==> config.mk <==
export PLATFORM = sky130hd
export DESIGN_NAME = ddr_arbiter
export DESIGN_NICKNAME = d
export VERILOG_FILES = /design/src/rtl/ddr_arb_pkg.sv /design/src/rtl/ddr_arb_port.sv /design/src/rtl/ddr_arbiter.sv
export SDC_FILE = /design/constraint.sdc
export NUM_CORES = 2
export LEC_CHECK = 0
export BUFFER_PORTS_ARGS = -buffer_cell sky130_fd_sc_hd__buf_4
export CORE_AREA = 8 8 334 336
export DETAILED_ROUTE_END_ITERATION = 6
export DIE_AREA = 0 0 342 344
export PLACE_DENSITY = 0.61
export SYNTH_ARGS = -nofsm -noshare
export SYNTH_HDL_FRONTEND = slang
export SYNTH_SLANG_ARGS = --single-unit
==> constraint.sdc <==
create_clock -name clk -period 4.65 [get_ports clk]
set_clock_uncertainty 0.2 [all_clocks]
set_input_delay 0.93 -clock clk [delete_from_list [all_inputs] [get_ports clk]]
set_output_delay 0.93 -clock clk [all_outputs]
set_load 0.005 [all_outputs]
==> src/rtl/ddr_arb_pkg.sv <==
// ---------------------------------------------------------------------------
// ddr_arb_pkg
// Shared definitions for the two-port DDR line arbiter:
//   - state_t      : arbiter FSM states (IDLE, ISSUE, WAIT, DONE)
//   - DEF_ADDR_W   : default line-address width
//   - DEF_LINE_W   : default line width (4 x 32-bit words)
//   - PORT_I/PORT_D: port indices (instruction cache = 0, data cache = 1)
//   - arb_pick()   : choose a port from the two pending flags
// ---------------------------------------------------------------------------
package ddr_arb_pkg;

    typedef enum logic [1:0] {
        ST_IDLE  = 2'd0,
        ST_ISSUE = 2'd1,
        ST_WAIT  = 2'd2,
        ST_DONE  = 2'd3
    } state_t;

    localparam int DEF_ADDR_W = 27;
    localparam int DEF_LINE_W = 128;

    localparam logic PORT_I = 1'b0;
    localparam logic PORT_D = 1'b1;

    // With both ports pending the tie goes to 'favour'; otherwise the only
    // pending port wins. Result is meaningless when neither is pending.
    function automatic logic arb_pick(input logic pend_i,
                                      input logic pend_d,
                                      input logic favour);
        if (pend_i && pend_d) begin
            return favour;
        end
        return pend_d ? PORT_D : PORT_I;
    endfunction

endpackage

==> src/rtl/ddr_arb_port.sv <==
// ---------------------------------------------------------------------------
// ddr_arb_port
// One-entry pending slot for a single requester of the DDR arbiter.
// A request pulse captures {we, addr, wdata}; the slot clears when the
// arbiter grants it. A pulse arriving while the slot is still pending (and
// not being granted this cycle) is dropped and flagged on o_overrun.
//
// Ports:
//   clk, rstn      : clock, synchronous active-low reset
//   i_req          : one-cycle request pulse
//   i_we/i_addr/i_wdata : request payload, sampled with i_req
//   i_grant        : arbiter takes the slot contents this cycle
//   o_pending      : slot holds an ungranted request
//   o_we/o_addr/o_wdata : slot contents
//   o_overrun      : combinational, high for a dropped request pulse
// ---------------------------------------------------------------------------
module ddr_arb_port
    import ddr_arb_pkg::*;
#(
    parameter int ADDR_W = DEF_ADDR_W,
    parameter int LINE_W = DEF_LINE_W
) (
    input  logic              clk,
    input  logic              rstn,
    input  logic              i_req,
    input  logic              i_we,
    input  logic [ADDR_W-1:0] i_addr,
    input  logic [LINE_W-1:0] i_wdata,
    input  logic              i_grant,
    output logic              o_pending,
    output logic              o_we,
    output logic [ADDR_W-1:0] o_addr,
    output logic [LINE_W-1:0] o_wdata,
    output logic              o_overrun
);

    logic              r_pending;
    logic              r_we;
    logic [ADDR_W-1:0] r_addr;
    logic [LINE_W-1:0] r_wdata;

    // The slot frees up on the grant edge, so a pulse in the grant cycle
    // itself is accepted rather than treated as an overrun.
    logic w_accept;
    assign w_accept  = i_req && (!r_pending || i_grant);
    assign o_overrun = i_req && r_pending && !i_grant;

    // NOTE: sequential state uses non-blocking assignments so every register
    // samples the pre-edge values, independent of statement order.
    always_ff @(posedge clk) begin
        if (!rstn) begin
            r_pending <= 1'b0;
            r_we      <= 1'b0;
            r_addr    <= '0;
            r_wdata   <= '0;
        end else if (w_accept) begin
            r_pending <= 1'b1;
            r_we      <= i_we;
            r_addr    <= i_addr;
            r_wdata   <= i_wdata;
        end else if (i_grant) begin
            r_pending <= 1'b0;
        end
    end

    assign o_pending = r_pending;
    assign o_we      = r_we;
    assign o_addr    = r_addr;
    assign o_wdata   = r_wdata;

endmodule

==> src/rtl/ddr_arbiter.sv <==
// ---------------------------------------------------------------------------
// ddr_arbiter
// Arbitrates line requests from the instruction cache (p0) and the data
// cache (p1) onto a single DDR command interface, one transaction at a time.
//
// Build option:
//   DDR_ARB_RR_EN  defined   -> round-robin arbitration (tie goes to the port
//                               not granted last; pointer starts favouring p1)
//                  undefined -> fixed priority, p1 over p0
//
// Ports:
//   clk, rstn                  : clock, synchronous active-low reset
//   pN_req/pN_we/pN_addr/pN_wdata : request pulse + payload, N = 0, 1
//   pN_fin                     : one-cycle completion pulse
//   pN_rdata                   : read line, held until next completion on N
//   ddr_rd_en/ddr_wr_en        : one-cycle DDR command pulses
//   ddr_addr/ddr_wr_data       : command payload, held until next grant
//   ddr_rd_fin/ddr_wr_fin      : DDR completion strobes
//   ddr_rd_data                : read line, valid with ddr_rd_fin
//   err                        : sticky protocol-violation flag
//
// Timing: pulse sampled at E0, grant at E1 (ddr_*_en high after E1), DDR fin
// sampled at E2 at the earliest, pN_fin high after E3.
// ---------------------------------------------------------------------------
module ddr_arbiter
    import ddr_arb_pkg::*;
#(
    parameter int ADDR_W = DEF_ADDR_W,
    parameter int LINE_W = DEF_LINE_W
) (
    input  logic              clk,
    input  logic              rstn,

    input  logic              p0_req,
    input  logic              p0_we,
    input  logic [ADDR_W-1:0] p0_addr,
    input  logic [LINE_W-1:0] p0_wdata,
    output logic              p0_fin,
    output logic [LINE_W-1:0] p0_rdata,

    input  logic              p1_req,
    input  logic              p1_we,
    input  logic [ADDR_W-1:0] p1_addr,
    input  logic [LINE_W-1:0] p1_wdata,
    output logic              p1_fin,
    output logic [LINE_W-1:0] p1_rdata,

    output logic              ddr_rd_en,
    output logic              ddr_wr_en,
    output logic [ADDR_W-1:0] ddr_addr,
    output logic [LINE_W-1:0] ddr_wr_data,
    input  logic              ddr_rd_fin,
    input  logic              ddr_wr_fin,
    input  logic [LINE_W-1:0] ddr_rd_data,

    output logic              err
);

    // ---------------- pending slots ----------------
    logic [1:0]        w_pend;
    logic [1:0]        w_slot_we;
    logic [1:0]        w_ovr;
    logic [1:0]        w_grant;
    logic [ADDR_W-1:0] w_slot_addr  [2];
    logic [LINE_W-1:0] w_slot_wdata [2];

    ddr_arb_port #(.ADDR_W(ADDR_W), .LINE_W(LINE_W)) u_port_i (
        .clk       (clk),
        .rstn      (rstn),
        .i_req     (p0_req),
        .i_we      (p0_we),
        .i_addr    (p0_addr),
        .i_wdata   (p0_wdata),
        .i_grant   (w_grant[PORT_I]),
        .o_pending (w_pend[PORT_I]),
        .o_we      (w_slot_we[PORT_I]),
        .o_addr    (w_slot_addr[PORT_I]),
        .o_wdata   (w_slot_wdata[PORT_I]),
        .o_overrun (w_ovr[PORT_I])
    );

    ddr_arb_port #(.ADDR_W(ADDR_W), .LINE_W(LINE_W)) u_port_d (
        .clk       (clk),
        .rstn      (rstn),
        .i_req     (p1_req),
        .i_we      (p1_we),
        .i_addr    (p1_addr),
        .i_wdata   (p1_wdata),
        .i_grant   (w_grant[PORT_D]),
        .o_pending (w_pend[PORT_D]),
        .o_we      (w_slot_we[PORT_D]),
        .o_addr    (w_slot_addr[PORT_D]),
        .o_wdata   (w_slot_wdata[PORT_D]),
        .o_overrun (w_ovr[PORT_D])
    );

    // ---------------- arbitration ----------------
    logic w_favour;
    logic w_gnt_port;
    logic w_do_grant;

`ifdef DDR_ARB_RR_EN
    logic r_rr_favour;

    // Pointer names the port that wins the next tie: the one not granted last.
    always_ff @(posedge clk) begin
        if (!rstn) begin
            r_rr_favour <= PORT_D;
        end else if (w_do_grant) begin
            r_rr_favour <= ~w_gnt_port;
        end
    end

    assign w_favour = r_rr_favour;
`else
    assign w_favour = PORT_D;
`endif

    assign w_gnt_port      = arb_pick(w_pend[PORT_I], w_pend[PORT_D], w_favour);
    assign w_grant[PORT_I] = w_do_grant && (w_gnt_port == PORT_I);
    assign w_grant[PORT_D] = w_do_grant && (w_gnt_port == PORT_D);

    // ---------------- FSM ----------------
    state_t r_state;
    state_t w_state_nx;
    logic   r_we;         // granted transaction is a write
    logic   r_gnt;        // granted port
    logic   w_fin_ok;     // matching DDR completion accepted this cycle
    logic   w_fin_bad;    // DDR completion that must be ignored and flagged
    logic   w_match_fin;
    logic   w_other_fin;

    assign w_match_fin = r_we ? ddr_wr_fin : ddr_rd_fin;
    assign w_other_fin = r_we ? ddr_rd_fin : ddr_wr_fin;

    always_ff @(posedge clk) begin
        if (!rstn) begin
            r_state <= ST_IDLE;
        end else begin
            r_state <= w_state_nx;
        end
    end

    // NOTE: every signal assigned here gets a default first, so no path
    // through the case can leave one unassigned and infer a latch.
    always_comb begin
        w_state_nx = r_state;
        w_do_grant = 1'b0;
        w_fin_ok   = 1'b0;
        w_fin_bad  = 1'b0;
        ddr_rd_en  = 1'b0;
        ddr_wr_en  = 1'b0;
        case (r_state)
            ST_IDLE: begin
                w_fin_bad = ddr_rd_fin || ddr_wr_fin;
                if (|w_pend) begin
                    w_do_grant = 1'b1;
                    w_state_nx = ST_ISSUE;
                end
            end
            ST_ISSUE, ST_WAIT: begin
                // Command pulse only in the single ISSUE cycle; a fin may
                // already arrive during it.
                ddr_rd_en  = (r_state == ST_ISSUE) && !r_we;
                ddr_wr_en  = (r_state == ST_ISSUE) &&  r_we;
                w_fin_bad  = w_other_fin;
                w_fin_ok   = w_match_fin;
                w_state_nx = w_match_fin ? ST_DONE : ST_WAIT;
            end
            ST_DONE: begin
                w_fin_bad  = ddr_rd_fin || ddr_wr_fin;
                w_state_nx = ST_IDLE;
            end
            default: begin
                w_state_nx = ST_IDLE;
            end
        endcase
    end

    // ---------------- datapath ----------------
    logic [ADDR_W-1:0] r_ddr_addr;
    logic [LINE_W-1:0] r_ddr_wr_data;
    logic [LINE_W-1:0] r_rd_buf;     // DDR read line, held until DONE
    logic [LINE_W-1:0] r_p0_rdata;
    logic [LINE_W-1:0] r_p1_rdata;
    logic              r_p0_fin;
    logic              r_p1_fin;
    logic              r_err;

    always_ff @(posedge clk) begin
        if (!rstn) begin
            r_we          <= 1'b0;
            r_gnt         <= PORT_I;
            r_ddr_addr    <= '0;
            r_ddr_wr_data <= '0;
            r_rd_buf      <= '0;
            r_p0_rdata    <= '0;
            r_p1_rdata    <= '0;
            r_p0_fin      <= 1'b0;
            r_p1_fin      <= 1'b0;
            r_err         <= 1'b0;
        end else begin
            r_p0_fin <= 1'b0;
            r_p1_fin <= 1'b0;

            if (w_do_grant) begin
                r_gnt         <= w_gnt_port;
                r_we          <= w_slot_we[w_gnt_port];
                r_ddr_addr    <= w_slot_addr[w_gnt_port];
                r_ddr_wr_data <= w_slot_wdata[w_gnt_port];
            end

            if (w_fin_ok && !r_we) begin
                r_rd_buf <= ddr_rd_data;
            end

            if (r_state == ST_DONE) begin
                if (r_gnt == PORT_I) begin
                    r_p0_fin <= 1'b1;
                    if (!r_we) r_p0_rdata <= r_rd_buf;
                end else begin
                    r_p1_fin <= 1'b1;
                    if (!r_we) r_p1_rdata <= r_rd_buf;
                end
            end

            if ((|w_ovr) || w_fin_bad) begin
                r_err <= 1'b1;
            end
        end
    end

    assign p0_fin      = r_p0_fin;
    assign p1_fin      = r_p1_fin;
    assign p0_rdata    = r_p0_rdata;
    assign p1_rdata    = r_p1_rdata;
    assign ddr_addr    = r_ddr_addr;
    assign ddr_wr_data = r_ddr_wr_data;
    assign err         = r_err;

endmodule

==> metrics <==
Core Util, Final=around two fifths; Synth Cell Area=between 30000 and 40000 um2; Final HPWL DP=just over 80000 um; Worst Path Buf+Inv=1; fmax=roughly 0.34 GHz; largest net degree at the start of global routing=~160; Avg Cell Area, Syn=8.82 um2; Die Wd=approximately 340 um; Initial DRC Count=between 1500 and 2000; Leakage=0.0192 uW; Post-CTS Setup Bufs=0; Fin. Hold Viols=0; final WL=roughly 120000 um; Clock Latency Late Sink=0.67 ns; antenna-violating nets left=0; Yosys reg bits=860; Final Net Count=4921; cts repair resizes=0; Starting Density=~31%; CTS tree=done; Worst Path Arrival=roughly 1.8 ns; area of the multi-input gates=14500 um2; fillers=10775; CTS buffer count=96; synthesis-to-finish area growth=32.5%; worst vdd ir=317 uV; first-pass GRT wire length=~170000 um; unrepaired setup endpoints after global routing=false; CP Class=reg2out; crit-path max cell delay=0.38 ns; share of cells above drive strength 1=about a quarter; Core Area=about 110000 um2; sequential cell area fraction in the yosys report=approximately 52%; Req. time, crit path=~3.5 ns; GRT overflow=0; Core Rows=120; hold depth=2; met3 GRT Util=between 6 and 7%; worst path cell trace=ha_1 > nor2b_1 > buf_4; crit-path leading delay family=flip-flops; met2 GRT Util=approximately a third; Worst Setup Start Kind=flop; Max-Cap Viols=0; IO Port Bufs=about 860; Worst Hold Endpoint=u_port_i.o_wdata[80]; total track usage=18.8%; slew at the pin closest to its max-slew limit=1.09 ns; Worst Setup End Kind=output pin; Root Driver=clkbuf_16; Setup TNS Final=0 ns; Cells after Synth=between 3000 and 4000; Final period util=between 60% and 70%; hold path start=u_port_i.o_wdata[80]; Syn Nets=4211; failing checks=design-rule violations; R2R depth=7; Rel. slew slack=27.6%; Yosys cell types=27; ys flop type=dfxtp_1; WL per Instance=19.6 um; I/O pin total=862; R2R setup slack=about 1.8 ns; # setup viols final=0; Sink Count=860; commonest non-fill, non-tap cell in the layout=nand2_1; GR peak layer=met2; Slew Limit Fails=0; Power Density=489 nW/um2; clock-pin slew on the worst setup and hold paths=approximately 0.06 ns; hold buffer count at cts=0; worst-path maximum fanout=4; FF+latch area=17200 um2; chip height=approximately 340 um; vias per cell=between 4 and 5; Bufs on Longest Clock Path=3; synth warn=0; worst flop-to-flop path endpoint=u_port_i.o_wdata[77]; Final min period=2.93 ns; antenna violations before repair=30; Post-synth EDFFs=0; M1 GR Usage=21.6%; Critical-path top delay cell=dfxtp_1; Hold Path Class=reg2reg; drt pass-1 iters=7; Vias=~28000; reg-to-reg critical path startpoint=r_state[1]; die area=between 100000 and 150000 um2; vias in the first global route=between 20000 and 30000; status=finished with violations; GPL Wtd Cong=0.837; DRC viols=1; most frequent cells in the layout=nand2_1, buf_4, dfxtp_1; htree depth=3; fraction of registers with async set/reset=0%
[cells in the mapped netlist, drive strengths merged (2+ instances only)]
library cell | number | area share [%]
a21boi | 697 | 16
buf | 215 | 3.5
clkbuf | 87 | 0.98
dfxtp | 860 | 52
ha | 3 | 0.11
inv | 4 | 0.045
mux2i | 161 | 4.9
nand2 | 1552 | 18
nand3 | 2 | 0.030
nor2 | 3 | 0.034
nor2b | 6 | 0.13
o211a | 156 | 4.7
o21a | 4 | 0.091
o21ai | 4 | 0.060
[power by group]
group	leakage (uW)	switching [uW]	total, uW	internal, uW
Clock	0.00158	3170	7810	4650
Sequential	0.00702	720	9090	8370
Combinational	0.0106	2650	4610	1960
Total	0.0192	6530	21500	15000
[worst max-delay path by stage]
stage | start | to | slack [ns] | depth (start not counted)
2_1_floorplan | rstn | ddr_addr[0] | 2.55 | 5
3_3_place_gp | p1_req | u_port_d.o_wdata[106] | 1.78 | 5
3_5_place_dp | p1_req | u_port_d.o_wdata[106] | 1.78 | 5
4_1_cts | r_state[0] | ddr_rd_en | 1.66 | 3
5_1_grt | r_state[1] | ddr_rd_en | 1.58 | 4
6_report | r_state[0] | ddr_rd_en | 1.72 | 3
[state kept, by name, summed over array words and instances, names as in the netlist, 2 cells and up]
name and flops:
u_port_d.o_addr 27, u_port_i.o_addr 27, u_port_d.o_wdata 128, ddr_addr 27
p0_rdata 128, r_state 2, p1_rdata 128, r_rd_buf 128
ddr_wr_data 128, u_port_i.o_wdata 128
[tightest hold or removal path, stage by stage (launching register included)]
cell and delay (ns):
dfxtp_1 0.30, nand2_1 0.05, a21boi_1 0.05
[through the flow]
step / worst slack, ns / hold WS [ns] / area [um2] / cells / total power (uW)
floorplan: 2.55 / 0.234 / 33200 / 3762 / 11600
global placement: 1.78 / 0.239 / 40700 / 5777 / 13900
detailed placement: 1.78 / 0.244 / 40700 / 5777 / 13900
CTS: 1.66 / 0.234 / 43900 / 5943 / 21800
global route: 1.58 / 0.250 / 43900 / 5956 / 22600
finish: 1.72 / 0.250 / 44000 / 5962 / 21500
[area by class of cell]
class,count,share of cell area [%]
clock buffer,135,6.28
clock inverter,31,1.12
antenna,19,0.108
tap,1403,3.99
multi-input combinational,2596,33.0
timing repair buffer,914,16.3
inverter,4,0.0342
sequential,860,39.2
[routing by layer]
layer / up-vias / wire length (um)
met1: 13181 / 46800
met2: 754 / 57100
li1: 13784 / -
met3: 188 / 9330
met5: - / 108
met4: 16 / 3760
[cells by family after synthesis]
| logic type | Yosys count | share of synthesized area (%) |
|---|---|---|
| simple gates | 1570 | 17.9 |
| compound gates | 862 | 20.7 |
| flops | 860 | 51.9 |
| buf+inv | 306 | 4.54 |
| mux | 161 | 4.86 |
| fa+ha+maj | 3 | 0.113 |
Note: power is estimated with default switching activity, not from simulation.
